`src/rtl/spi_bus_arbiter.sv`:
```
// Round-robin arbiter sharing one SPI master between NREQ requesters.
// Each transfer runs setup, waits for SPI_done or a timeout, then holds a deselect gap.
module spi_bus_arbiter #(
    parameter int NREQ      = 4,
    parameter int SETUP_CYC = 2,
    parameter int GAP_CYC   = 4,
    parameter int TIMEOUT   = 1024
) (
    input  logic                 clk,
    input  logic                 rst,
    input  logic [NREQ-1:0]      req,
    input  logic [16*NREQ-1:0]   req_cmd,
    input  logic [3*NREQ-1:0]    req_ss,
    output logic [NREQ-1:0]      gnt,
    output logic [NREQ-1:0]      done,
    output logic                 err,
    output logic [15:0]          rdata,
    output logic [15:0]          SPI_cmd,
    output logic                 wrt_SPI,
    input  logic                 SPI_done,
    input  logic [15:0]          SPI_data_out,
    output logic [2:0]           ss
);

    localparam int PW   = (NREQ > 1) ? $clog2(NREQ) : 1;
    localparam int MAX1 = (TIMEOUT > SETUP_CYC) ? TIMEOUT : SETUP_CYC;
    localparam int MAXC = (MAX1 > GAP_CYC) ? MAX1 : GAP_CYC;
    localparam int CW   = $clog2(MAXC + 1);

    typedef enum logic [1:0] {
        IDLE,
        SETUP,
        WAIT,
        GAP
    } state_t;

    state_t          state_q, state_d;
    logic [PW-1:0]   ptr_q, ptr_d;
    logic [PW-1:0]   sel_q, sel_d;
    logic [CW-1:0]   cnt_q, cnt_d;
    logic [NREQ-1:0] gnt_q, gnt_d;
    logic [NREQ-1:0] done_q, done_d;
    logic            err_q, err_d;
    logic [15:0]     rdata_q, rdata_d;
    logic [15:0]     cmd_q, cmd_d;
    logic            wrt_q, wrt_d;
    logic [2:0]      ss_q, ss_d;

    logic [PW-1:0]   win;
    int              idx;

    // Scan from the highest offset down so the lowest offset from ptr wins.
    always_comb begin
        win = ptr_q;
        idx = 0;
        for (int k = NREQ - 1; k >= 0; k--) begin
            idx = int'(ptr_q) + k;
            if (idx >= NREQ) idx = idx - NREQ;
            if (req[idx]) win = PW'(idx);
        end
    end

    always_comb begin
        state_d = state_q;
        ptr_d   = ptr_q;
        sel_d   = sel_q;
        cnt_d   = cnt_q;
        gnt_d   = gnt_q;
        done_d  = '0;
        err_d   = 1'b0;
        rdata_d = rdata_q;
        cmd_d   = cmd_q;
        wrt_d   = 1'b0;
        ss_d    = ss_q;

        unique case (state_q)
            IDLE: begin
                ss_d  = 3'b111;
                gnt_d = '0;
                if (|req) begin
                    sel_d   = win;
                    cmd_d   = req_cmd[16*win +: 16];
                    ss_d    = req_ss[3*win +: 3];
                    gnt_d   = NREQ'(1) << win;
                    cnt_d   = '0;
                    state_d = SETUP;
                end
            end
            SETUP: begin
                if (wrt_q) begin
                    cnt_d   = '0;
                    state_d = WAIT;
                end else if (cnt_q == CW'(SETUP_CYC - 1)) begin
                    wrt_d = 1'b1;
                end else begin
                    cnt_d = cnt_q + 1'b1;
                end
            end
            WAIT: begin
                if (SPI_done || cnt_q == CW'(TIMEOUT - 1)) begin
                    done_d  = gnt_q;
                    err_d   = ~SPI_done;
                    gnt_d   = '0;
                    ss_d    = 3'b111;
                    ptr_d   = (sel_q == PW'(NREQ - 1)) ? '0 : sel_q + 1'b1;
                    cnt_d   = '0;
                    state_d = GAP;
                    if (SPI_done) rdata_d = SPI_data_out;
                end else begin
                    cnt_d = cnt_q + 1'b1;
                end
            end
            GAP: begin
                if (cnt_q == CW'(GAP_CYC - 1)) begin
                    state_d = IDLE;
                end else begin
                    cnt_d = cnt_q + 1'b1;
                end
            end
            default: state_d = IDLE;
        endcase
    end

    always_ff @(posedge clk) begin
        if (rst) begin
            state_q <= IDLE;
            ptr_q   <= '0;
            sel_q   <= '0;
            cnt_q   <= '0;
            gnt_q   <= '0;
            done_q  <= '0;
            err_q   <= 1'b0;
            rdata_q <= '0;
            cmd_q   <= '0;
            wrt_q   <= 1'b0;
            ss_q    <= 3'b111;
        end else begin
            state_q <= state_d;
            ptr_q   <= ptr_d;
            sel_q   <= sel_d;
            cnt_q   <= cnt_d;
            gnt_q   <= gnt_d;
            done_q  <= done_d;
            err_q   <= err_d;
            rdata_q <= rdata_d;
            cmd_q   <= cmd_d;
            wrt_q   <= wrt_d;
            ss_q    <= ss_d;
        end
    end

    assign gnt     = gnt_q;
    assign done    = done_q;
    assign err     = err_q;
    assign rdata   = rdata_q;
    assign SPI_cmd = cmd_q;
    assign wrt_SPI = wrt_q;
    assign ss      = ss_q;

endmodule

```
`config.mk`:
```
export PLATFORM = sky130hd
export DESIGN_NAME = spi_bus_arbiter
export DESIGN_NICKNAME = d
export VERILOG_FILES = /design/src/rtl/spi_bus_arbiter.sv
export SDC_FILE = /design/constraint.sdc
export NUM_CORES = 1
export LEC_CHECK = 0
export ABC_AREA = 0
export BUFFER_PORTS_ARGS = -buffer_cell sky130_fd_sc_hd__buf_2
export CAP_MARGIN = 20
export CORE_AREA = 8 8 95 97
export CTS_CLUSTER_SIZE = 40
export DETAILED_ROUTE_END_ITERATION = 6
export DIE_AREA = 0 0 103 105
export MAX_ROUTING_LAYER = met4
export PLACE_DENSITY = 0.75
export REMOVE_ABC_BUFFERS = 1
export SYNTH_ARGS = -nofsm -noshare
export SYNTH_HDL_FRONTEND = slang
export SYNTH_SLANG_ARGS = --single-unit
```
`constraint.sdc`:
```
create_clock -name clk -period 2.1 [get_ports clk]
set_clock_uncertainty 0.1 [all_clocks]
set_input_delay 0.105 -clock clk [delete_from_list [all_inputs] [get_ports clk]]
set_output_delay 0.105 -clock clk [all_outputs]
set_load 0.05 [all_outputs]
```
==> results of run 1 <==
per-stage QoR:
| step | instances | hold slack [ns] | cell area [sq um] | setup TNS (ns) |
|---|---|---|---|---|
| 6_report | 695 | 0.00243 | 5010 | 0 |
| 3_3_place_gp | 613 | 0.239 | 4120 | 0 |
| 3_5_place_dp | 613 | 0.233 | 4120 | 0 |
| 5_1_grt | 695 | 0.00994 | 5010 | -0.593 |
| 4_1_cts | 690 | 0.00111 | 4950 | 0 |
| 2_1_floorplan | 345 | 0.0741 | 3060 | -41.61 |
report_power, final:
part	total [mW]	internal (mW)	switching, mW
clock network	1.18	0.672	0.508
logic	2.11	0.719	1.39
registers	1.53	1.40	0.136
what timing repair did:
item,CTS,global route
endpoints found under the setup margin,1,24
hold buffers,61,0
hold endpoints to repair,31,0
resized for setup,1,10
setup buffers,0,1
pin swaps,0,0
final timing paths:
kind | start | end | slack (ns) | cells past startpoint
hold reg to reg | rdata[15] | rdata[15] | 0.35 | 2
setup / recovery | ptr_q[1] | ss[0] | 0.02 | 5
hold / removal | req_cmd[16] | SPI_cmd[0] | 0.002 | 3
setup reg to reg | ptr_q[1] | ss[0] | 0.02 | 5
worst max-delay path, stage by stage (launching register included):
cell and delay (ns):
dfxtp_1 0.36, and3b_1 0.20, or4_4 0.52, and2_1 0.24
a2111o_1 0.43, o211a_1 0.13
sequential cells by signal (all words and copies together), names as in the netlist:
signal / flops
state_q: 2
gnt: 4
ptr_q: 2
sel_q: 2
err: 1
done: 4
rdata: 16
SPI_cmd: 16
cnt_q: 11
ss: 3
wrt_SPI: 1
cells by family after synthesis:
family          Yosys count
mux                      37
flops                    62
simple gates            140
fa+ha+maj                 7
buf+inv                  30
compound gates           87
area by class of cell:
cell class	count	area (sq um)
Fill cell	621	2520
Multi-Input combinational cell	271	1830
Timing Repair Buffer	228	1540
Sequential cell	62	1240
Tap cell	102	128
Clock buffer	9	124
Clock inverter	7	97.6
Inverter	12	45.0
Antenna cell	4	10.0
metal layers:
layer	vias to the layer above	track usage [%]	part of all wire [%]
met5	-	-	0
met4	0	13.7	5.5
met3	49	5.77	6.8
met2	153	37.3	51
met1	1711	21.4	37
li1	1766	-	-
synth_stat cells, types with 2 or more instances:
cell type	count	area [sq um]
nand2_1	66	248
dfxtp_1	62	1240
mux2i_1	35	350
a21oi_1	33	165
o221ai_1	17	149
nor2_1	16	60.1
or3_1	13	81.3
inv_1	12	45.0
clkbuf_1	9	33.8
ha_1	7	87.6
nor3_1	7	35.0
and2_1	6	37.5
nand2b_1	6	37.5
nand3_1	6	30.0
o21ai_0	6	30.0
nor2b_1	5	31.3
buf_2	4	20.0
o32ai_1	4	35.0
a21boi_0	3	22.5
a32oi_1	3	26.3
a2111o_1	2	22.5
a211oi_1	2	15.0
a22oi_1	2	15.0
buf_4	2	15.0
buf_6	2	22.5
mux2_2	2	22.5
nor4_1	2	12.5
o211a_1	2	20.0
o32ai_2	2	32.5
or2_2	2	12.5
==> results.json, run 1 <==
{
  "rsz0062_at_grt": "true",
  "final_max_slew_viol_count": 0,
  "status": "finished clean",
  "yosys.area_share.adder_pct": 2.78,
  "syn-cell-area_sq_um": 3160,
  "power_mw": 4.82,
  "vias_per_cell": 5.29,
  "num_vias": 3679,
  "die_y_um": 105,
  "p_per_area_nw_per_um2": 962,
  "synth_ff_type": "dfxtp_1",
  "synthXorXnorAreaFrac_pct": 0,
  "hold_viol_final": 0,
  "grt_pass1_wl_mm": 18.3,
  "setup_viol": 0,
  "overflow": 0,
  "first_pass_iters": 4,
  "path_clk_slew_ns": 0.08,
  "grt_max_degree": 34,
  "clock_latency_ns": 0.34,
  "endpoint_kind": "flop",
  "final_cell_mix": "143 x buf_2, 65 x nand2_1, 62 x dfxtp_1",
  "min_path_type": "in2reg",
  "synth_top_family_by_area": "simple AND/OR/NAND/NOR gates",
  "async_flop_share_pct": 0,
  "cp.arrival_ns": 2.21,
  "utilization_pct": 66.5,
  "grt_pass1_vias": 3840,
  "syn_to_final_growth_pct": 58.7,
  "p_leak_nw": 2.30,
  "core_sq_um": 7530,
  "final_common_cell": "buf_2",
  "drcViolationCount": 0,
  "wl_per_cell_um": 16.8,
  "worstMarginPinSlew_ns": 0.556,
  "cts_buffers": 9,
  "die_width_um": 103,
  "cp_max_fo": 7,
  "finalCritPeriodShare_pct": 98.9,
  "synthMuxAreaShare_pct": 11.8,
  "io_buffer_count": 143,
  "cap_violations": 0,
  "grt_usage_pct": 21.9,
  "antenna_found_initial": 4,
  "slew_headroom_pct": 62.7,
  "cts_buffer_depth": 2,
  "hpwlAfterDp_mm": 7.45,
  "ir_drop_mv": 0.633,
  "final_nets": 690,
  "netlist_instances": 363,
  "drive_gt1_share_pct": 35.0,
  "yosysSeqAreaShare_pct": 39.3,
  "fp-row-count": 32,
  "setup_ws_ns": 0.0227,
  "cts.sinks": 62,
  "synth_seq_cells": 62,
  "start_util_pct": 41.9,
  "ant_nets": 0,
  "avgSynthCellArea_sq_um": 8.69,
  "cp-start-kind": "flop",
  "htree_levels": 3,
  "dieArea_sq_um": 10800,
  "yosys.area_share.simple_pct": 21.6,
  "place_congestion": 0.862,
  "crit_type": "reg2reg",
  "io_pins": 144,
  "place_ws_ns": 0.00973,
  "ys_types": 53,
  "synth-compound-area-share_pct": 20.0,
  "cts_tree": "built",
  "synth_edf_count": 0,
  "yosys_warnings": 0,
  "min_period_ns": 2.08,
  "finalWirelength_mm": 11.7,
  "drt_iter0_drc": 191,
  "cts_root_buffer": "clkbuf_8",
  "crit_required_ns": 2.24,
  "fmax_ghz": 0.481
}
No activity file was read; power rests on OpenSTA's default activity.
==> inputs of run 2 (changes only) <==
Settings changed: ABC_AREA 0 to 1, CORE_AREA 8 8 95 97 to 4 4 111 81, DIE_AREA 0 0 103 105 to 0 0 115 85, PLACE_DENSITY 0.75 to 0.74.
==> run 2 against run 1 <==
Compared with the run above:
- die area is 9.6% lower
- global-route usage grew 0.74 points
- register-to-register slack gained 0.04 ns
- critical endpoint is now cnt_q[0]
- design area rose by 4.8%
- synthesized cell count up 44%
- worst setup slack better by 0.038 ns
==> results.json, run 2 <==
{
  "syn-cell-area_sq_um": 3320,
  "fp-row-count": 27,
  "final_common_cell": "nand2_1",
  "drive_gt1_share_pct": 32.2,
  "htree_levels": 3,
  "yosys_warnings": 0,
  "dieArea_sq_um": 9780,
  "whs_ns": 0.000736,
  "fmax_ghz": 0.490,
  "endpoint_kind": "flop",
  "crit_type": "reg2reg",
  "synth_most_common_cell": "nand2_1",
  "cts_buffer_depth": 2,
  "die_width_um": 115,
  "status": "finished clean",
  "utilization_pct": 67.0,
  "clock_latency_ns": 0.33,
  "setup_viol": 0,
  "io_buffer_count": 143,
  "syn_to_final_growth_pct": 58.0,
  "cts_root_buffer": "clkbuf_16",
  "netlist.top_cell.by_area": "dfxtp_1",
  "final_cell_mix": "157 x nand2_1, 143 x buf_2, 90 x nor2_1",
  "antenna_found_initial": 0,
  "first_pass_iters": 5,
  "overflow": 0,
  "crit_required_ns": 2.21,
  "grt_pass1_wl_mm": 17.4,
  "worstMarginPinSlew_ns": 0.485,
  "start_util_pct": 42.4,
  "drcViolationCount": 0,
  "yosysSeqAreaShare_pct": 37.4,
  "setup_ws_ns": 0.0605,
  "place_ws_ns": -0.117,
  "num_vias": 4032,
  "place_congestion": 0.875,
  "io_pins": 144,
  "cp_max_fo": 3,
  "slew_headroom_pct": 67.6,
  "die_y_um": 85,
  "final_max_slew_viol_count": 0,
  "cts.sinks": 62,
  "cts_tree": "built",
  "netlist_instances": 521,
  "final_nets": 837,
  "path_clk_slew_ns": 0.05,
  "drt_iter0_drc": 205,
  "grt_pass1_vias": 3860,
  "placed_cells": 762,
  "finalWirelength_mm": 11.1,
  "cts_buffers": 9,
  "finalCritPeriodShare_pct": 97.1,
  "hpwlAfterDp_mm": 7.43,
  "insertedDiodeCount": 0,
  "synth_edf_count": 0,
  "ant_nets": 0,
  "synth_largest_type_area_fraction_pct": 37.4,
  "fin_tns_setup_ns": 0,
  "synth_ff_type": "dfxtp_1",
  "wl_per_cell_um": 13.2,
  "min_path_type": "in2reg",
  "p_leak_nw": 2.62,
  "async_flop_share_pct": 0,
  "hold_viol_final": 0,
  "min_period_ns": 2.04,
  "p_per_area_nw_per_um2": 1330,
  "ir_drop_mv": 0.725,
  "core_sq_um": 7840,
  "grt_max_degree": 31,
  "synth.area.top_cells": "dfxtp_1 37%, nand2_1 19%, nor2_1 11%, o21ai_0 6.2%, inv_1 4.9%",
  "layout.cells.non_filler": 837,
  "synth_seq_cells": 62,
  "cap_violations": 0,
  "cp-start-kind": "flop",
  "yosys-top-cells-count": "172 x nand2_1, 96 x nor2_1, 62 x dfxtp_1",
  "avgSynthCellArea_sq_um": 6.38,
  "grt_usage_pct": 22.6,
  "ys_types": 25,
  "vias_per_cell": 4.82,
  "cp.arrival_ns": 2.15
}
-- run 2: layer usage --
metal	wire, um	global-route usage [%]	vias up
li1	-	-	2062
met1	4950	27.4	1777
met2	5070	36.3	171
met3	817	5.77	22
met4	229	8.00	0
met5	0	-	-
-- run 2: power by group --
part / internal [mW] / switching [mW] / leakage [nW] / total (mW)
Clock: 0.955 / 0.537 / 0.141 / 1.49
Sequential: 1.48 / 0.185 / 0.510 / 1.67
Combinational: 1.26 / 2.54 / 1.97 / 3.80
-- run 2: worst max-delay path, cell delays in order (launching register included) --
cell     delay (ns)
dfxtp_2        0.35
ha_4           0.14
nand2_2        0.06
nor2_4         0.13
nand2_2        0.07
nor3_2         0.18
nand2_1        0.12
nor2_2         0.16
nand2_2        0.10
nand3_4        0.12
nand2_4        0.06
buf_6          0.12
a22oi_2        0.14
nor2_1         0.06
-- run 2: metrics by stage --
step | power, mW | area [sq um]
floorplan | 4.04 | 3220
CTS | 6.60 | 4980
global placement | 4.89 | 4170
global route | 7.45 | 5250
finish | 6.96 | 5250
detailed placement | 4.94 | 4170
-- run 2: cell families (layout without fill, tap and decap cells) --
group | count (synthesis) | in the layout | share of synthesized area [%]
and+or+nand+nor | 325 | 325 | 41.0
buffers and inverters | 63 | 278 | 8.74
DFF | 62 | 62 | 37.4
AOI/OAI and AO/OA | 60 | 60 | 9.19
adders and majority gates | 7 | 7 | 2.64
xor gates and xnor gates | 4 | 4 | 1.05
-- run 2: cell type report --
type	count	area, sq um
Inverter	47	189
Timing Repair Buffer	215	1430
Fill cell	640	2590
Multi-Input combinational cell	396	1950
Clock buffer	10	239
Tap cell	101	126
Clock inverter	6	70.1
Sequential cell	62	1250
-- run 2: repair_timing --
item | CTS | global route
resized for setup | 5 | 50
setup endpoints to repair | 29 | 42
pin swaps | 2 | 13
hold buffers | 46 | 0
buffers inserted | 2 | 11
hold endpoints to repair | 31 | 0
-- run 2: worst paths after layout --
check,cells past startpoint,end,from,slack [ns]
max,13,cnt_q[0],cnt_q[1],0.06
min,5,SPI_cmd[6],req_cmd[22],0.0007
max reg2reg,13,cnt_q[0],cnt_q[1],0.06
min reg2reg,2,ss[0],ss[0],0.36
